<file path="src/rtl/muldiv_pkg.sv">
// Shared definitions for the EX-stage RV32M multiply/divide unit:
// funct3 encodings, sequencer states and the iteration count.
package muldiv_pkg;

  localparam int ITERS = 32;

  localparam logic [2:0] F3_MUL    = 3'b000;
  localparam logic [2:0] F3_MULH   = 3'b001;
  localparam logic [2:0] F3_MULHSU = 3'b010;
  localparam logic [2:0] F3_MULHU  = 3'b011;
  localparam logic [2:0] F3_DIV    = 3'b100;
  localparam logic [2:0] F3_DIVU   = 3'b101;
  localparam logic [2:0] F3_REM    = 3'b110;
  localparam logic [2:0] F3_REMU   = 3'b111;

  typedef enum logic [1:0] {
    IDLE = 2'd0,
    CALC = 2'd1,
    SIGN = 2'd2,
    DONE = 2'd3
  } state_t;

endpackage

</file>
<file path="src/rtl/muldiv_sign_fix.sv">
// Dual-lane conditional two's-complement negate; used both to take operand
// magnitudes and to restore the sign of the magnitude result.
module muldiv_sign_fix #(
  parameter int WA = 32,
  parameter int WB = 32
) (
  input  logic [WA-1:0] a,
  input  logic          neg_a,
  input  logic [WB-1:0] b,
  input  logic          neg_b,
  output logic [WA-1:0] fix_a,
  output logic [WB-1:0] fix_b
);

  assign fix_a = neg_a ? -a : a;
  assign fix_b = neg_b ? -b : b;

endmodule

</file>
<file path="src/rtl/ex_muldiv.sv">
// Iterative RV32M multiply/divide for the EX stage, fixed 34-cycle latency.
// Define RV32M_DIV_EN to build the divide/remainder datapath.
module ex_muldiv
  import muldiv_pkg::*;
#(
  parameter int XLEN = 32
) (
  input  logic            CLK,
  input  logic            RST_N,
  input  logic            Start,
  input  logic [2:0]      Funct3,
  input  logic [XLEN-1:0] OpA,
  input  logic [XLEN-1:0] OpB,
  input  logic            Flush,
  output logic            Busy,
  output logic            Done,
  output logic [XLEN-1:0] Result,
  output logic            Illegal
);

  state_t            state;
  state_t            state_next;
  logic [2:0]        op;
  logic              sign_a;
  logic              sign_b;
  logic [2*XLEN-1:0] opa_sh;
  logic [XLEN-1:0]   opb_r;
  logic [2*XLEN-1:0] acc;
  logic [5:0]        cnt;
  logic [XLEN-1:0]   result;

  logic              a_signed;
  logic              b_signed;
  logic              neg_a;
  logic              neg_b;
  logic [XLEN-1:0]   a_abs;
  logic [XLEN-1:0]   b_abs;
  logic              accept;

  logic [XLEN-1:0]   div_mag;
  logic              div_neg;
  logic [2*XLEN-1:0] prod_fix;
  logic [XLEN-1:0]   div_fix;
  logic [XLEN-1:0]   res_word;

`ifdef RV32M_DIV_EN
  logic [XLEN:0]     prem;
  logic              div_zero;
  logic [XLEN:0]     shifted;
  logic [XLEN+1:0]   trial;
`else
  logic              illegal;
`endif

  always_comb begin
    a_signed = 1'b0;
    b_signed = 1'b0;
    case (Funct3)
      F3_MULH, F3_DIV, F3_REM: begin
        a_signed = 1'b1;
        b_signed = 1'b1;
      end
      F3_MULHSU: a_signed = 1'b1;
      F3_MUL, F3_MULHU, F3_DIVU, F3_REMU: begin
        a_signed = 1'b0;
        b_signed = 1'b0;
      end
      default: begin
        a_signed = 1'b0;
        b_signed = 1'b0;
      end
    endcase
  end

  assign neg_a  = a_signed & OpA[XLEN-1];
  assign neg_b  = b_signed & OpB[XLEN-1];
  assign accept = (state == IDLE) && Start && !Flush;

  muldiv_sign_fix #(.WA(XLEN), .WB(XLEN)) u_capture (
    .a     (OpA),
    .neg_a (neg_a),
    .b     (OpB),
    .neg_b (neg_b),
    .fix_a (a_abs),
    .fix_b (b_abs)
  );

  always_comb begin
    state_next = state;
    case (state)
      IDLE: begin
        if (accept) begin
`ifdef RV32M_DIV_EN
          state_next = CALC;
`else
          state_next = Funct3[2] ? DONE : CALC;
`endif
        end
      end
      CALC:    if (cnt == 6'(ITERS - 1)) state_next = SIGN;
      SIGN:    state_next = DONE;
      DONE:    state_next = IDLE;
      default: state_next = IDLE;
    endcase
    if (Flush && (state != IDLE)) state_next = IDLE;
  end

`ifdef RV32M_DIV_EN
  // Restoring step: shift in the next dividend bit and try the subtraction.
  assign shifted = {prem[XLEN-1:0], opa_sh[XLEN-1]};
  assign trial   = {prem, opa_sh[XLEN-1]} - {2'b00, opb_r};
  assign div_mag = op[1] ? prem[XLEN-1:0] : opa_sh[XLEN-1:0];
  assign div_neg = op[1] ? sign_a : (sign_a ^ sign_b);
`else
  assign div_mag = '0;
  assign div_neg = 1'b0;
`endif

  muldiv_sign_fix #(.WA(2*XLEN), .WB(XLEN)) u_result (
    .a     (acc),
    .neg_a (sign_a ^ sign_b),
    .b     (div_mag),
    .neg_b (div_neg),
    .fix_a (prod_fix),
    .fix_b (div_fix)
  );

  always_comb begin
    res_word = prod_fix[XLEN-1:0];
    case (op)
      F3_MUL:                      res_word = prod_fix[XLEN-1:0];
      F3_MULH, F3_MULHSU, F3_MULHU: res_word = prod_fix[2*XLEN-1:XLEN];
`ifdef RV32M_DIV_EN
      F3_DIV, F3_DIVU:             res_word = div_zero ? '1 : div_fix;
`else
      F3_DIV, F3_DIVU:             res_word = div_fix;
`endif
      default:                     res_word = div_fix;
    endcase
  end

  always_ff @(posedge CLK or negedge RST_N) begin
    if (!RST_N) begin
      state  <= IDLE;
      op     <= '0;
      sign_a <= 1'b0;
      sign_b <= 1'b0;
      opa_sh <= '0;
      opb_r  <= '0;
      acc    <= '0;
      cnt    <= '0;
      result <= '0;
`ifdef RV32M_DIV_EN
      prem     <= '0;
      div_zero <= 1'b0;
`else
      illegal  <= 1'b0;
`endif
    end else begin
      state <= state_next;
      case (state)
        IDLE: begin
          if (accept) begin
            op     <= Funct3;
            sign_a <= neg_a;
            sign_b <= neg_b;
            opa_sh <= {{XLEN{1'b0}}, a_abs};
            opb_r  <= b_abs;
            acc    <= '0;
            cnt    <= '0;
`ifdef RV32M_DIV_EN
            prem     <= '0;
            div_zero <= (OpB == '0);
`else
            if (Funct3[2]) begin
              result  <= '0;
              illegal <= 1'b1;
            end
`endif
          end
        end
        CALC: begin
          cnt <= cnt + 6'd1;
          if (!op[2]) begin
            if (opb_r[0]) acc <= acc + opa_sh;
            opa_sh <= opa_sh << 1;
            opb_r  <= opb_r >> 1;
          end
`ifdef RV32M_DIV_EN
          else begin
            prem   <= trial[XLEN+1] ? shifted : trial[XLEN:0];
            opa_sh <= {opa_sh[2*XLEN-2:0], ~trial[XLEN+1]};
          end
`endif
        end
        SIGN: begin
          if (!Flush) result <= res_word;
        end
        DONE: begin
`ifndef RV32M_DIV_EN
          illegal <= 1'b0;
`endif
        end
        default: begin
        end
      endcase
    end
  end

  assign Busy   = (state != IDLE);
  assign Done   = (state == DONE);
  assign Result = result;
`ifdef RV32M_DIV_EN
  assign Illegal = 1'b0;
`else
  assign Illegal = illegal;
`endif

endmodule

</file>
<file path="config.mk">
export PLATFORM = sky130hd
export DESIGN_NAME = ex_muldiv
export DESIGN_NICKNAME = d
export VERILOG_FILES = /design/src/rtl/muldiv_pkg.sv /design/src/rtl/muldiv_sign_fix.sv /design/src/rtl/ex_muldiv.sv
export SDC_FILE = /design/constraint.sdc
export NUM_CORES = 1
export LEC_CHECK = 0
export CAP_MARGIN = 15
export CORE_ASPECT_RATIO = 1.1
export CORE_MARGIN = 1
export CORE_UTILIZATION = 42
export CTS_CLUSTER_SIZE = 10
export DETAILED_ROUTE_END_ITERATION = 6
export SLEW_MARGIN = 0
export SYNTH_ARGS = -nofsm -noshare
export SYNTH_HDL_FRONTEND = slang
export SYNTH_HIERARCHICAL = 1
export SYNTH_SLANG_ARGS = --single-unit
</file>
<file path="constraint.sdc">
create_clock -name CLK -period 3.3 [get_ports CLK]
set_input_delay 0.33 -clock CLK [delete_from_list [all_inputs] [get_ports CLK]]
set_output_delay 0.33 -clock CLK [all_outputs]
set_load 0.005 [all_outputs]
</file>
==> qor.txt <==
Most frequent cells in the layout = nand2_1, o21ai_0, dfrtp_1
Initial antenna violation count = 0
CTS Root Cell = clkbuf_16
# rows = 75
Status = finished clean
FILL cells = 3719
Via count = 14.9k
# diodes = 0
Num CTS Buffers = 27
Placed Area = 19000 um^2
Post-route cell area = 20100 um^2
Peak VDD IR = 0.560 mV
Initial Utilization = 42.7%
Port Buf Inserts = 105
Post-synth top area share = 31.5%
Clock Power Share = 14.7%
Most common cell after layout, fill and taps aside = nand2_1
Worst Max-Slew Pin Slew = 0.871 ns
Crit path cell chain = ha_2, inv_2, fa_2, nor2b_4, o31a_1, or4_4, a31oi_4, o211a_4, o21ai_4, a21oi_4, o221ai_4, a41oi_2, buf_4, xor2_1, o21ai_1
Fmax = 308 MHz
Fin Clk Skew = 0.0162 ns
Comb pwr share = 64.1%
Post-route ant nets = 0
R2R depth = 15
Worst r2r dst = acc[52]
Seq/Total Area, Yosys = 31.5%
Max-cap violations = 0
Vias in the first global route = 14.5k
WP data arrival = 3.69 ns
Final setup violation count = 0
Seq cells post-synth = 206
DP Worst Slack = -0.0999 ns
Wire per inst = 16.7 um
1st-iter DRT viols = 711
Yosys warns = 6
Final Hold Fails = 0
Slew HR = 41.9%
Gr ovfl total = 0
Largest net degree at the start of global routing = 128
Layout cells sized above 1 = 11.3%
CP Capture Type = register
Distinct cell type count after synthesis = 82
Slew Limit Fails = 0
RSZ-0062 raised after global routing = yes
Cell taking the most area after synthesis = dfrtp_1
Psw = 0.00850 W
Worst endpoint required time = 3.74 ns
Hold Path Class = primary input to async pin
First-pass GRT wire length = 75500 um
Switching Share = 46.2%
Die Wd = 190 um
Reg power frac = 21.2%
H-tree levels = 1
Int Power = 0.00992 W
Core ar. = 38300 um^2
DP Wirelength = 36200 um
Cell Pwr Density = 919 nW/um^2
Avg Vias per Cell = 5.39
Worst r2r src = opa_sh[0]
Synthesized area per cell = 8.14 um^2
Leak = 8.74 nW
Fin crit share = 98.4%
Die area = 39700 um^2
Synthesized cell area = 16300 um^2
Gate Count Post-Synth = 2008
Slowest cell on crit path = or4_4
GRT Resource Usage Total = 23.4%
Total Routed Length = 46300 um
Ys flop type = dfrtp_1
Clock sinks = 206
CTS tree = done
Area contributors post-synth = dfrtp_1, xnor2_1, o21ai_0
Ys async rst share = 100%
EDFF count, synth = 0
CP max stage delay = 0.48 ns
Max clock buf depth = 3
Fin nets = 2403
Layout area overhead = 22.7%
Setup crit start kind = register
R2R Setup Slk = 0.05 ns
Setup CP Type = register to register
Post-route DRC = 0
GPL Wtd Cong = 0.922
Die height = 209 um
Final WS setup = 0.0522 ns
First-pass detailed-route iteration total = 5
Critical path fanouts, max = 3
Min Tclk post-route = 3.25 ns
Clk_lat worst skew = 0.55 ns
Reg clk slew, reported paths = 0.06 ns
I/O pin count = 106
cells in the mapped netlist, types with 31 or more instances:
cell / number
mux2i_1: 66
dfrtp_1: 206
nand2_1: 316
o31ai_1: 42
nor2_1: 51
ha_1: 72
o21ai_0: 306
nand3_1: 96
clkbuf_1: 109
xnor2_1: 185
inv_1: 34
a21o_1: 47
a21oi_1: 134
or3_1: 31
through the flow:
step | util [%] | TNS [ns] | power (W) | hold slack, ns | std cells
final | 52.4 | 0 | 0.0184 | 0.408 | 2774
after global routing | 52.4 | -0.297 | 0.0199 | 0.437 | 2774
after CTS | 51.9 | 0 | 0.0183 | 0.370 | 2770
after detailed placement | 49.6 | -0.312 | 0.0155 | 0.460 | 2718
after global placement | 49.6 | -0.127 | 0.0153 | 0.453 | 2718
after floorplan | - | 0 | 0.0115 | 0.0344 | 2112
area by class of cell:
type	instances	area (um^2)	share of cell area, %
Multi-Input combinational cell	1745	11100	55.6
Sequential cell	206	5160	25.7
Timing Repair Buffer	245	2190	10.9
Clock buffer	38	767	3.83
Tap cell	500	626	3.12
Inverter	34	128	0.637
Clock inverter	6	38.8	0.193
power by group through the flow:
stage | combinational [W] | sequential, W | clock [W]
floorplan | 0.00766 | 0.00385 | 0
global placement | 0.0115 | 0.00389 | 0
detailed placement | 0.0116 | 0.00393 | 0
CTS | 0.0116 | 0.00390 | 0.00279
global route | 0.0130 | 0.00399 | 0.00287
finish | 0.0118 | 0.00390 | 0.00271
worst max-delay path, delay by kind of cell, from the launching register on:
kind	cells	cell delay [ns]
xor+xnor	1	0.14
simple gates	2	0.53
compound gates	8	1.46
buf+inv	2	0.21
flops	1	0.38
fa+ha+maj	2	0.42
what timing repair did:
| item | in CTS | in global routing |
|---|---|---|
| hold endpoints to repair | 84 | 0 |
| pin swaps | 14 | 10 |
| setup buffers | 8 | 3 |
| gates resized for setup | 7 | 21 |
| setup endpoints to repair | 4 | 21 |
| gates cloned | 0 | 0 |
| hold buffers | 1 | 0 |
per-layer routing:
| metal | vias to the layer above | wire length [um] | track usage (%) |
|---|---|---|---|
| met1 | 6939 | 21300 | 30.8 |
| met2 | 298 | 21600 | 39.6 |
| met4 | 0 | 1490 | 8.01 |
| li1 | 7628 | - | - |
| met5 | - | 0 | 0 |
| met3 | 77 | 1880 | 2.79 |
sequential cells by signal (all words and copies together), names as in the netlist:
| register | cells |
|---|---|
| acc | 64 |
| opa_sh | 64 |
| Result | 32 |
| opb_r | 32 |
| cnt | 6 |
| op | 3 |
| state | 2 |
| Illegal | 1 |
| sign_a | 1 |
| sign_b | 1 |
cell families (layout without fill, tap and decap cells):
group | Yosys count | in the layout | share of synthesized area, %
other cells | 1 | 105 | 0.0229
xor+xnor | 214 | 214 | 11.5
flops | 206 | 206 | 31.5
simple gates | 647 | 647 | 19.3
buf+inv | 161 | 323 | 3.82
fa+ha+maj | 73 | 73 | 5.63
mux | 68 | 68 | 4.18
compound gates | 638 | 638 | 24.0
worst max path at each step:
stage          startpoint       to  slack (ns)  depth (start not counted)
6_report        opa_sh[0]  acc[52]        0.05                         15
5_1_grt         opa_sh[0]  acc[52]       -0.10                         15
4_1_cts         opa_sh[0]  acc[50]        0.03                         14
3_5_place_dp    opa_sh[0]  acc[58]        -0.1                         15
3_3_place_gp    opa_sh[0]  acc[58]       -0.07                         15
2_1_floorplan      acc[0]  acc[56]        0.11                         14
Note: power is estimated with default switching activity, not from simulation.
